### config.mk
export PLATFORM = sky130hd
export DESIGN_NAME = mips_fetch_stage
export DESIGN_NICKNAME = d
export VERILOG_FILES = /design/src/rtl/mips_fetch_stage.sv
export SDC_FILE = /design/constraint.sdc
export NUM_CORES = 1
export LEC_CHECK = 0
export CAP_MARGIN = 10
export CORE_ASPECT_RATIO = 0.5
export CORE_MARGIN = 3
export CORE_UTILIZATION = 50
export DETAILED_ROUTE_END_ITERATION = 8
export MAX_ROUTING_LAYER = met4
export PLACE_DENSITY = 0.79
export SYNTH_ARGS = -nofsm -noshare
export SYNTH_HDL_FRONTEND = slang
export SYNTH_SLANG_ARGS = --single-unit
### constraint.sdc
create_clock -name clk -period 2.4 [get_ports clk]
set_clock_uncertainty 0.15 [all_clocks]
set_input_delay 0.72 -clock clk [delete_from_list [all_inputs] [get_ports clk]]
set_output_delay 0.72 -clock clk [all_outputs]
set_load 0.02 [all_outputs]
### src/rtl/mips_fetch_stage.sv
`timescale 1ns/1ps
`default_nettype none
// ============================================================================
// Module      : mips_fetch_stage
// Description : Instruction-fetch stage with IF/ID pipeline register.
//               Owns the word-addressed PC and drives a synchronous
//               instruction memory with one cycle of read latency. A skid
//               register captures a read that returns while the stage is
//               stalled, so that no fetched instruction is ever lost.
// Ports       : clk, rst (sync, active-low)
//               stall, branch_taken, branch_target  - control from hazard/EX
//               imem_en, imem_addr, imem_rdata      - instruction memory
//               ifid_valid, ifid_instr, ifid_pc,
//               ifid_pc_plus1                       - IF/ID to decode
// Revision    : 1.0 - initial release
// ============================================================================
module mips_fetch_stage #(
    parameter int              PC_W     = 10,
    parameter logic [PC_W-1:0] RESET_PC = '0,
    parameter logic [31:0]     NOP      = 32'h0
) (
    input  logic            clk,
    input  logic            rst,
    input  logic            stall,
    input  logic            branch_taken,
    input  logic [PC_W-1:0] branch_target,
    output logic            imem_en,
    output logic [PC_W-1:0] imem_addr,
    input  logic [31:0]     imem_rdata,
    output logic            ifid_valid,
    output logic [31:0]     ifid_instr,
    output logic [PC_W-1:0] ifid_pc,
    output logic [PC_W-1:0] ifid_pc_plus1
);

    localparam logic [PC_W-1:0] c_pc_one = {{(PC_W-1){1'b0}}, 1'b1};

    logic [PC_W-1:0] r_fetch_pc;
    logic            r_inflight_v;
    logic [PC_W-1:0] r_inflight_pc;
    logic            r_skid_v;
    logic [31:0]     r_skid_instr;
    logic [PC_W-1:0] r_skid_pc;
    logic            r_ifid_valid;
    logic [31:0]     r_ifid_instr;
    logic [PC_W-1:0] r_ifid_pc;
    logic [PC_W-1:0] r_ifid_pc_plus1;

    // A read is only strobed on cycles that will actually advance; during
    // a stall or redirect the address would be thrown away anyway.
    assign imem_en   = rst & ~stall & ~branch_taken;
    assign imem_addr = r_fetch_pc;

    assign ifid_valid    = r_ifid_valid;
    assign ifid_instr    = r_ifid_instr;
    assign ifid_pc       = r_ifid_pc;
    assign ifid_pc_plus1 = r_ifid_pc_plus1;

    always_ff @(posedge clk) begin
        if (!rst) begin
            r_fetch_pc      <= RESET_PC;
            r_inflight_v    <= 1'b0;
            r_inflight_pc   <= '0;
            r_skid_v        <= 1'b0;
            r_skid_instr    <= NOP;
            r_skid_pc       <= '0;
            r_ifid_valid    <= 1'b0;
            r_ifid_instr    <= NOP;
            r_ifid_pc       <= '0;
            r_ifid_pc_plus1 <= '0;
        end else if (branch_taken) begin
            // Squash everything younger than the branch; the PC fields of
            // IF/ID simply hold their last (defined) values.
            r_fetch_pc   <= branch_target;
            r_inflight_v <= 1'b0;
            r_skid_v     <= 1'b0;
            r_ifid_valid <= 1'b0;
            r_ifid_instr <= NOP;
        end else if (stall) begin
            // The read strobed last cycle returns now; park it in the skid
            // so it is presented first when the stall releases.
            if (r_inflight_v && !r_skid_v) begin
                r_skid_v     <= 1'b1;
                r_skid_instr <= imem_rdata;
                r_skid_pc    <= r_inflight_pc;
            end
            r_inflight_v <= 1'b0;
        end else begin
            // The skid is always older than anything in flight, so it wins.
            if (r_skid_v) begin
                r_ifid_valid    <= 1'b1;
                r_ifid_instr    <= r_skid_instr;
                r_ifid_pc       <= r_skid_pc;
                r_ifid_pc_plus1 <= r_skid_pc + c_pc_one;
                r_skid_v        <= 1'b0;
            end else if (r_inflight_v) begin
                r_ifid_valid    <= 1'b1;
                r_ifid_instr    <= imem_rdata;
                r_ifid_pc       <= r_inflight_pc;
                r_ifid_pc_plus1 <= r_inflight_pc + c_pc_one;
            end else begin
                r_ifid_valid <= 1'b0;
                r_ifid_instr <= NOP;
            end
            r_inflight_v  <= 1'b1;
            r_inflight_pc <= r_fetch_pc;
            r_fetch_pc    <= r_fetch_pc + c_pc_one;
        end
    end

endmodule
`default_nettype wire
==> results.json, run 1 <==
{
  "outcome": "finished, final reports clean",
  "synth-seq-cells": 117,
  "clockBufferDepth": 2,
  "cts_tree": "built",
  "tns_ps": 0,
  "die_h_um": 76.05,
  "slew_headroom_pct": 60.21,
  "grt-ovfl-total": 0,
  "startpoint": "imem_addr[1]",
  "clock-sinks": 117,
  "critPathLaunchType": "flop",
  "grt_pass1_vias": 4471,
  "rsz0062_at_grt": "false",
  "grt_pass1_wl_um": 21990,
  "drt_iter0_drc": 339,
  "ioPinCount": 110,
  "cap_violations": 0,
  "clock_latency_ps": 410,
  "cp_max_fo": 6,
  "wl_per_cell_um": 14.89,
  "finalNonFillerCells": 885,
  "critPathCapture": "imem_addr[1]",
  "min_path_type": "flop to flop",
  "multi_input_area_um2": 2357,
  "wirelength_um": 13180,
  "setup_viol": 0,
  "synth_edf_count": 0,
  "crit_path_end_kind": "output port",
  "yosys_warnings": 0,
  "report.final.slew_viol_count": 0,
  "peakVddDrop_mv": 0.4988,
  "h-tree-depth": 4,
  "ys_top_cells_by_area": "dfxtp_1, nand2_1, a21oi_1, nor2_1, o21ai_0",
  "place.gp.congestion": 0.8098,
  "crit_required_ps": 1530,
  "critPathTopFamily": "buffers and inverters",
  "synth_top_cell_area_share_pct": 47.74,
  "die_area_um2": 11110,
  "r2r_setup_slack_ps": 420,
  "track_usage_pct": 24.75,
  "slowest_stage": "clkdlybuf4s50_1",
  "syn_inst": 633,
  "antenna_found_initial": 0,
  "core_region_area_um2": 9129,
  "port_buffers": 109,
  "dr_total_vias": 4755,
  "dpl.hpwl_um": 8425,
  "synth_area_per_cell_um2": 7.750,
  "worstPathCellList": "clkdlybuf4s50_1",
  "cts_hold_buf": 0,
  "worst_slew_pin_slew_ps": 596.9,
  "yosysSeqAreaShare_pct": 47.74,
  "async_flop_share_pct": 0,
  "arrival_ps": 1480,
  "crit_path_max_incr_delay_ps": 640,
  "rows": 24,
  "grt-busiest-layer": "met2",
  "synth.most_common_cell": "nand2_1",
  "synthToLayoutAreaGrowth_pct": 37.39,
  "cts.clk_slew.worst_paths_ps": 50,
  "ff2ff_path_depth": 5,
  "dieWidth_um": 146.1,
  "crit_buf_inv": 1,
  "ctsRootBufferMaster": "clkbuf_16",
  "syn_area_um2": 4906,
  "drtAntennaViolNets": 0,
  "drc_errors": 0,
  "synthesis.nets": 681,
  "ys.flop_type": "dfxtp_1",
  "regArea_um2": 2344,
  "initial_utilization_pct": 53.74,
  "crit_cells": 1,
  "layout_min_cycle_time_ps": 2348,
  "hold_viol": 0,
  "vias_per_cell": 5.373,
  "period_share_pct": 97.83,
  "rr_startpoint": "r_skid_v",
  "max_freq_mhz": 425.9,
  "cts_buffers": 17,
  "nFillCells": 735,
  "place_inst": 854,
  "use_met3_pct": 4.219,
  "grt_use_met1_pct": 31.44,
  "ys_types": 50,
  "drt_pass1_iterations": 5,
  "netlist.top_cell.by_area": "dfxtp_1",
  "grt_use_met2_pct": 39.46,
  "reg2reg_to": "ifid_pc_plus1[9]",
  "grt_max_degree": 65,
  "layout.nets": 793,
  "antenna_cells": 0,
  "powerDensity_nw_per_um2": 677.0,
  "drive_above_1_share_pct": 9.934,
  "netlist_top_cells_count": "nand2_1, dfxtp_1, a21oi_1",
  "worstSetupPathType": "flop to output port",
  "leakage_uw": 0.002438
}
## layer usage
metal | share of wire [%] | up-vias
li1 | - | 2344
met1 | 45 | 2212
met2 | 47 | 180
met3 | 6.4 | 19
met4 | 1.5 | 0
met5 | 0 | -
## through the flow
| stage | utilization [%] | worst slack, ps | hold slack (ps) | total power [uW] | instance area [um2] |
|---|---|---|---|---|---|
| 2_1_floorplan | - | 143.0 | 282.9 | 2207 | 4906 |
| 3_3_place_gp | 68.05 | -592.8 | 285.1 | 2391 | 6212 |
| 3_5_place_dp | 68.05 | -633.9 | 292.6 | 2398 | 6212 |
| 4_1_cts | 73.81 | 2.969 | 301.7 | 4587 | 6738 |
| 5_1_grt | 73.84 | 2.604 | 316.1 | 4719 | 6740 |
| 6_report | 73.84 | 51.99 | 297.2 | 4563 | 6740 |
## layout by cell type, fill, tap and decap left out, types with 10 or more instances in the layout
cell type        Yosys  layout
nand2_1            185     184
clkbuf_16            0      17
o21ai_0             35      35
clkdlybuf4s50_1      0     104
buf_4                2      26
a21oi_1             95      95
nor2_1              51      50
dfxtp_1            117     116
mux2i_1             10      10
## kinds of logic (layout without fill, tap and decap cells)
family | count (synthesis) | in the layout | share of synthesized area [%]
buffers and inverters | 51 | 173 | 4.616
and+or+nand+nor | 283 | 283 | 24.84
muxes | 13 | 13 | 2.729
AOI/OAI and AO/OA | 157 | 157 | 17.78
adders and majority gates | 2 | 2 | 0.5100
DFF | 117 | 117 | 47.74
xor gates and xnor gates | 10 | 10 | 1.785
## flip-flops by register name (all words and copies together), names as in the netlist
register	flops
ifid_instr	32
r_skid_instr	32
ifid_pc	10
ifid_pc_plus1	10
imem_addr	10
r_inflight_pc	10
r_skid_pc	10
ifid_valid	1
r_inflight_v	1
r_skid_v	1
## cell type report
class,instances,share of cell area [%]
inverter,6,0.3341
multi-input combinational,465,34.97
tap,130,2.413
clock inverter,6,0.4455
clock buffer,23,7.091
timing repair buffer,138,19.97
sequential,117,34.77
## power by group
group / switching [uW] / internal (uW) / total [uW]
Combinational: 189 / 171 / 359
Clock: 829 / 1370 / 2200
Sequential: 29.7 / 1980 / 2010
## how the worst min path moves through the flow
stage | from | slack (ps) | endpoint | cells after the start
2_1_floorplan | r_skid_pc[9] | 280 | r_skid_pc[9] | 2
3_3_place_gp | ifid_instr[31] | 290 | ifid_instr[31] | 2
3_5_place_dp | ifid_instr[2] | 290 | ifid_instr[2] | 2
4_1_cts | ifid_instr[26] | 300 | ifid_instr[26] | 2
5_1_grt | r_skid_instr[28] | 320 | r_skid_instr[28] | 2
6_report | ifid_instr[26] | 300 | ifid_instr[26] | 2
## repair_timing
item / CTS / global route
setup buffers: 2 / 0
gates cloned: 0 / 0
endpoints found under the setup margin: 3 / 1
hold endpoints to repair: 0 / 0
resized for setup: 12 / 1
pin swaps: 2 / 1
Note: power is estimated with default switching activity, not from simulation.
==> run 2: changes to the inputs <==
MAX_ROUTING_LAYER = not set   (was met4)
==> results.json, run 2 (synthesized netlist as in run 1, its figures left out) <==
{
  "place.gp.congestion": 0.7984,
  "outcome": "finished, final reports clean",
  "layout.nets": 793,
  "worstSetupPathType": "flop to output port",
  "worstPathCellList": "clkdlybuf4s50_1",
  "grt_max_degree": 65,
  "rsz0062_at_grt": "false",
  "period_share_pct": 97.88,
  "report.final.slew_viol_count": 0,
  "track_usage_pct": 24.03,
  "slowest_stage": "clkdlybuf4s50_1",
  "power_frac_seq_pct": 44.0,
  "p_int_uw": 3516,
  "drive_above_1_share_pct": 9.934,
  "initial_utilization_pct": 53.74,
  "dpl.hpwl_um": 8425,
  "clock_latency_ps": 410,
  "crit_required_ps": 1530,
  "worst_slew_pin_slew_ps": 605.4,
  "drt_iter0_drc": 353,
  "die_h_um": 76.05,
  "wirelength_um": 13150,
  "switching_power_uw": 1050,
  "dpl_worst_slack_ps": -633.9,
  "cap_violations": 0,
  "synthToLayoutAreaGrowth_pct": 37.39,
  "critPathLaunchType": "flop",
  "dr_total_vias": 4750,
  "peakVddDrop_mv": 0.5030,
  "final_util_pct": 73.84,
  "powerDensity_nw_per_um2": 677.4,
  "cts_buffers": 17,
  "mostFrequentLayoutCell": "nand2_1",
  "crit_buf_inv": 1,
  "leakage_uw": 0.002438,
  "drc_errors": 0,
  "cts.clk_slew.worst_paths_ps": 50,
  "ctsRootBufferMaster": "clkbuf_16",
  "crit_path_max_incr_delay_ps": 640,
  "setup_viol": 0,
  "wl_per_cell_um": 14.86,
  "swShare_pct": 23.00,
  "arrival_ps": 1480,
  "ioPinCount": 110,
  "die_area_um2": 11110,
  "drtAntennaViolNets": 0,
  "dieWidth_um": 146.1,
  "setup_ws_ps": 50.77,
  "critPathTopFamily": "buffers and inverters",
  "power_frac_comb_pct": 7.9,
  "regArea_um2": 2344,
  "nFillCells": 735,
  "grt-ovfl-total": 0,
  "cp_max_fo": 6,
  "cts_tree": "built",
  "layout_min_cycle_time_ps": 2349,
  "crit_path_end_kind": "output port",
  "clock-sinks": 117,
  "clockBufferDepth": 2,
  "antenna_cells": 0,
  "vias_per_cell": 5.367,
  "max_freq_mhz": 425.7,
  "multi_input_area_um2": 2357,
  "hold_viol": 0,
  "total_power_uw": 4566,
  "grt_pass1_wl_um": 21970,
  "antenna_found_initial": 0,
  "slew_headroom_pct": 59.64,
  "most-common-layout-cells": "nand2_1, dfxtp_1, clkdlybuf4s50_1, a21oi_1, nor2_1",
  "core_region_area_um2": 9129,
  "min_path_type": "flop to flop",
  "port_buffers": 109,
  "drt_pass1_iterations": 5,
  "pwr-share-clk_pct": 48.2,
  "rows": 24,
  "h-tree-depth": 4,
  "grt_pass1_vias": 4472
}
[run 2: path summary, 6_finish.rpt]
kind | startpoint | endpoint | slack (ps) | depth (start not counted)
worst max-delay path | imem_addr[1] | imem_addr[1] | 50 | 1
worst min register to register | ifid_instr[26] | ifid_instr[26] | 300 | 2
worst max register to register | r_skid_v | ifid_pc_plus1[6] | 430 | 6
worst min-delay path | ifid_instr[26] | ifid_instr[26] | 300 | 2
[run 2: power groups by stage]
stage	logic, uW	clock network (uW)	registers [uW]
after global placement	347	0	2040
final	359	2200	2010
after detailed placement	352	0	2050
after CTS	358	2220	2010
after global routing	388	2320	2010
after floorplan	142	0	2060
[run 2: worst reg2reg max path, cell delays in order (launching register included)]
cell and delay (ps):
dfxtp_2 520, mux2_2 250, ha_1 240, inv_1 80
a211oi_2 320, xor2_1 190, o21ai_0 100
[run 2: layout make-up]
class	instances	area share (%)
multi-input combinational	465	34.97
sequential	117	34.77
timing repair buffer	138	19.97
clock buffer	23	7.091
tap	130	2.413
clock inverter	6	0.4455
inverter	6	0.3341
[run 2: what timing repair did]
action,in CTS,in global routing
gates resized for setup,12,1
pin swaps,2,1
endpoints found under the setup margin,3,1
hold buffers,0,0
setup buffers,2,0
[run 2: through the flow]
| stage | TNS [ps] | instance area, um2 | hold WS [ps] | instances |
|---|---|---|---|---|
| 2_1_floorplan | 0 | 4906 | 282.9 | 633 |
| 3_3_place_gp | -6713 | 6212 | 285.1 | 854 |
| 3_5_place_dp | -8590 | 6212 | 292.6 | 854 |
| 4_1_cts | 0 | 6738 | 301.7 | 885 |
| 5_1_grt | 0 | 6740 | 316.1 | 885 |
| 6_report | 0 | 6740 | 296.8 | 885 |
[run 2: routing by layer]
metal	wire (um)	global-route usage (%)	part of all wire, %
met1	5854	31.29	45
met2	6164	39.42	47
met3	930	4.397	7.1
met4	200	10.51	1.5
met5	0	0	0
==> run 3: changes to the inputs <==
CORE_UTILIZATION = 36   (was 50)
PLACE_DENSITY = not set   (was 0.79)
==> results.json, run 3 (synthesized netlist as in run 1, its figures left out) <==
{
  "outcome": "finished, final reports clean",
  "drtAntennaViolNets": 0,
  "swShare_pct": 22.36,
  "cts.clk_slew.worst_paths_ps": 60,
  "ioPinCount": 110,
  "wl_per_cell_um": 14.42,
  "grt-ovfl-total": 0,
  "dpl.hpwl_um": 8700,
  "grt_pass1_vias": 4256,
  "report.final.slew_viol_count": 0,
  "initial_utilization_pct": 37.77,
  "cts_buffers": 17,
  "core_region_area_um2": 12990,
  "antenna_found_initial": 0,
  "drc_errors": 0,
  "cts_tree": "built",
  "cts_hold_buf": 0,
  "drt_pass1_iterations": 4,
  "worstSetupPathType": "flop to output port",
  "hold_depth": 2,
  "crit_required_ps": 1530,
  "leakage_uw": 0.002445,
  "crit_path_end_kind": "output port",
  "dieWidth_um": 171.1,
  "regArea_um2": 2344,
  "port_buffers": 109,
  "setup_viol": 0,
  "crit_buf_inv": 1,
  "hold_viol": 0,
  "critPathLaunchType": "flop",
  "rows": 29,
  "mostFrequentLayoutCell": "nand2_1",
  "peakVddDrop_mv": 0.5214,
  "wirelength_um": 13330,
  "rr_startpoint": "r_skid_v",
  "hold_start": "ifid_instr[17]",
  "rsz0062_at_grt": "false",
  "dr_total_vias": 4602,
  "ctsRootBufferMaster": "clkbuf_16",
  "pwr-share-clk_pct": 51.4,
  "p_int_uw": 3773,
  "die_area_um2": 15150,
  "layout_min_cycle_time_ps": 2348,
  "max_freq_mhz": 425.9,
  "worstPathCellList": "clkdlybuf4s50_1",
  "power_frac_comb_pct": 7.3,
  "worst_slew_pin_slew_ps": 608.9,
  "place.gp.congestion": 0.8271,
  "slew_headroom_pct": 59.40,
  "startpoint": "imem_addr[1]",
  "crit_path_max_incr_delay_ps": 640,
  "cap_violations": 0,
  "powerDensity_nw_per_um2": 710.2,
  "layout.nets": 790,
  "power_frac_seq_pct": 41.3,
  "grt_pass1_wl_um": 21880,
  "clockBufferDepth": 2,
  "antenna_cells": 0,
  "drive_above_1_share_pct": 9.947,
  "most-common-layout-cells": "nand2_1, dfxtp_1, clkdlybuf4s50_1, a21oi_1, nor2_1",
  "total_power_uw": 4860,
  "min_path_type": "flop to flop",
  "drt_iter0_drc": 311,
  "final_util_pct": 52.68,
  "vias_per_cell": 4.981,
  "clock-sinks": 117,
  "cp_max_fo": 6,
  "clock_latency_ps": 400,
  "slowest_stage": "clkdlybuf4s50_1",
  "h-tree-depth": 4,
  "switching_power_uw": 1087,
  "crit_cells": 1,
  "critPathTopFamily": "buffers and inverters",
  "period_share_pct": 97.84,
  "synthToLayoutAreaGrowth_pct": 39.48,
  "grt_max_degree": 65,
  "track_usage_pct": 18.16,
  "arrival_ps": 1480,
  "nFillCells": 1265,
  "die_h_um": 88.55,
  "ff2ff_path_depth": 6,
  "multi_input_area_um2": 2357
}
==> run 3: changes by cell type in the layout (fill, tap and decap cells not counted) <==
cell            before  now
buf_4               26   23
bufinv_16            0    2
clkbuf_1             3    2
clkbuf_8             3    4
clkinv_2             6    3
clkinv_4             0    1
clkinvlp_4           0    2
dlygate4sd2_1        3    4
dlymetal6s2s_1       1    0
==> run 3: timing repair <==
action	in CTS	in global routing
buffers inserted	0	0
endpoints found under the setup margin	2	0
resized for setup	13	0
==> run 3: metal layers <==
| layer | track usage (%) | part of all wire [%] |
|---|---|---|
| met1 | 24.63 | 48 |
| met2 | 29.30 | 47 |
| met3 | 3.793 | 4.3 |
| met4 | 5.985 | 0.68 |
| met5 | 0 | 0 |
==> run 3: path summary, 6_finish.rpt <==
path                                          to  slack, ps
worst max-delay path                imem_addr[1]         50
worst min-delay path              ifid_instr[17]        300
worst min register to register    ifid_instr[17]        300
worst max register to register  ifid_pc_plus1[6]        410
==> run 3: power by group through the flow <==
stage          Combinational [uW]  Clock, uW  Sequential [uW]
5_1_grt                       386       2650             2010
3_5_place_dp                  356          0             2050
3_3_place_gp                  354          0             2050
6_report                      355       2500             2010
4_1_cts                       357       2560             2000
2_1_floorplan                 142          0             2060
==> run 3: area by class of cell <==
type	instances	area share (%)
flip-flops and latches	117	34.25
clock buffers	23	7.131
well taps	170	3.108
multi-input cells	465	34.45
repair buffers	135	19.29
clock inverters	8	1.445
inverters	6	0.3291
==> run 3: metrics by stage <==
step | worst slack (ps) | std cells | setup TNS [ps] | hold WS (ps) | area (um2)
after floorplan | 143.0 | 633 | 0 | 282.9 | 4906
after global placement | -629.9 | 893 | -6806 | 286.7 | 6255
after detailed placement | -628.8 | 893 | -8260 | 296.4 | 6255
after CTS | 33.90 | 924 | 0 | 303.1 | 6843
after global routing | 6.290 | 924 | 0 | 317.7 | 6843
final | 51.81 | 924 | 0 | 298.8 | 6843
==> run 3: tightest hold or removal path: stages (launching register included) <==
cell	delay [ps]
dfxtp_1	320
nand2_1	40
o21ai_0	50
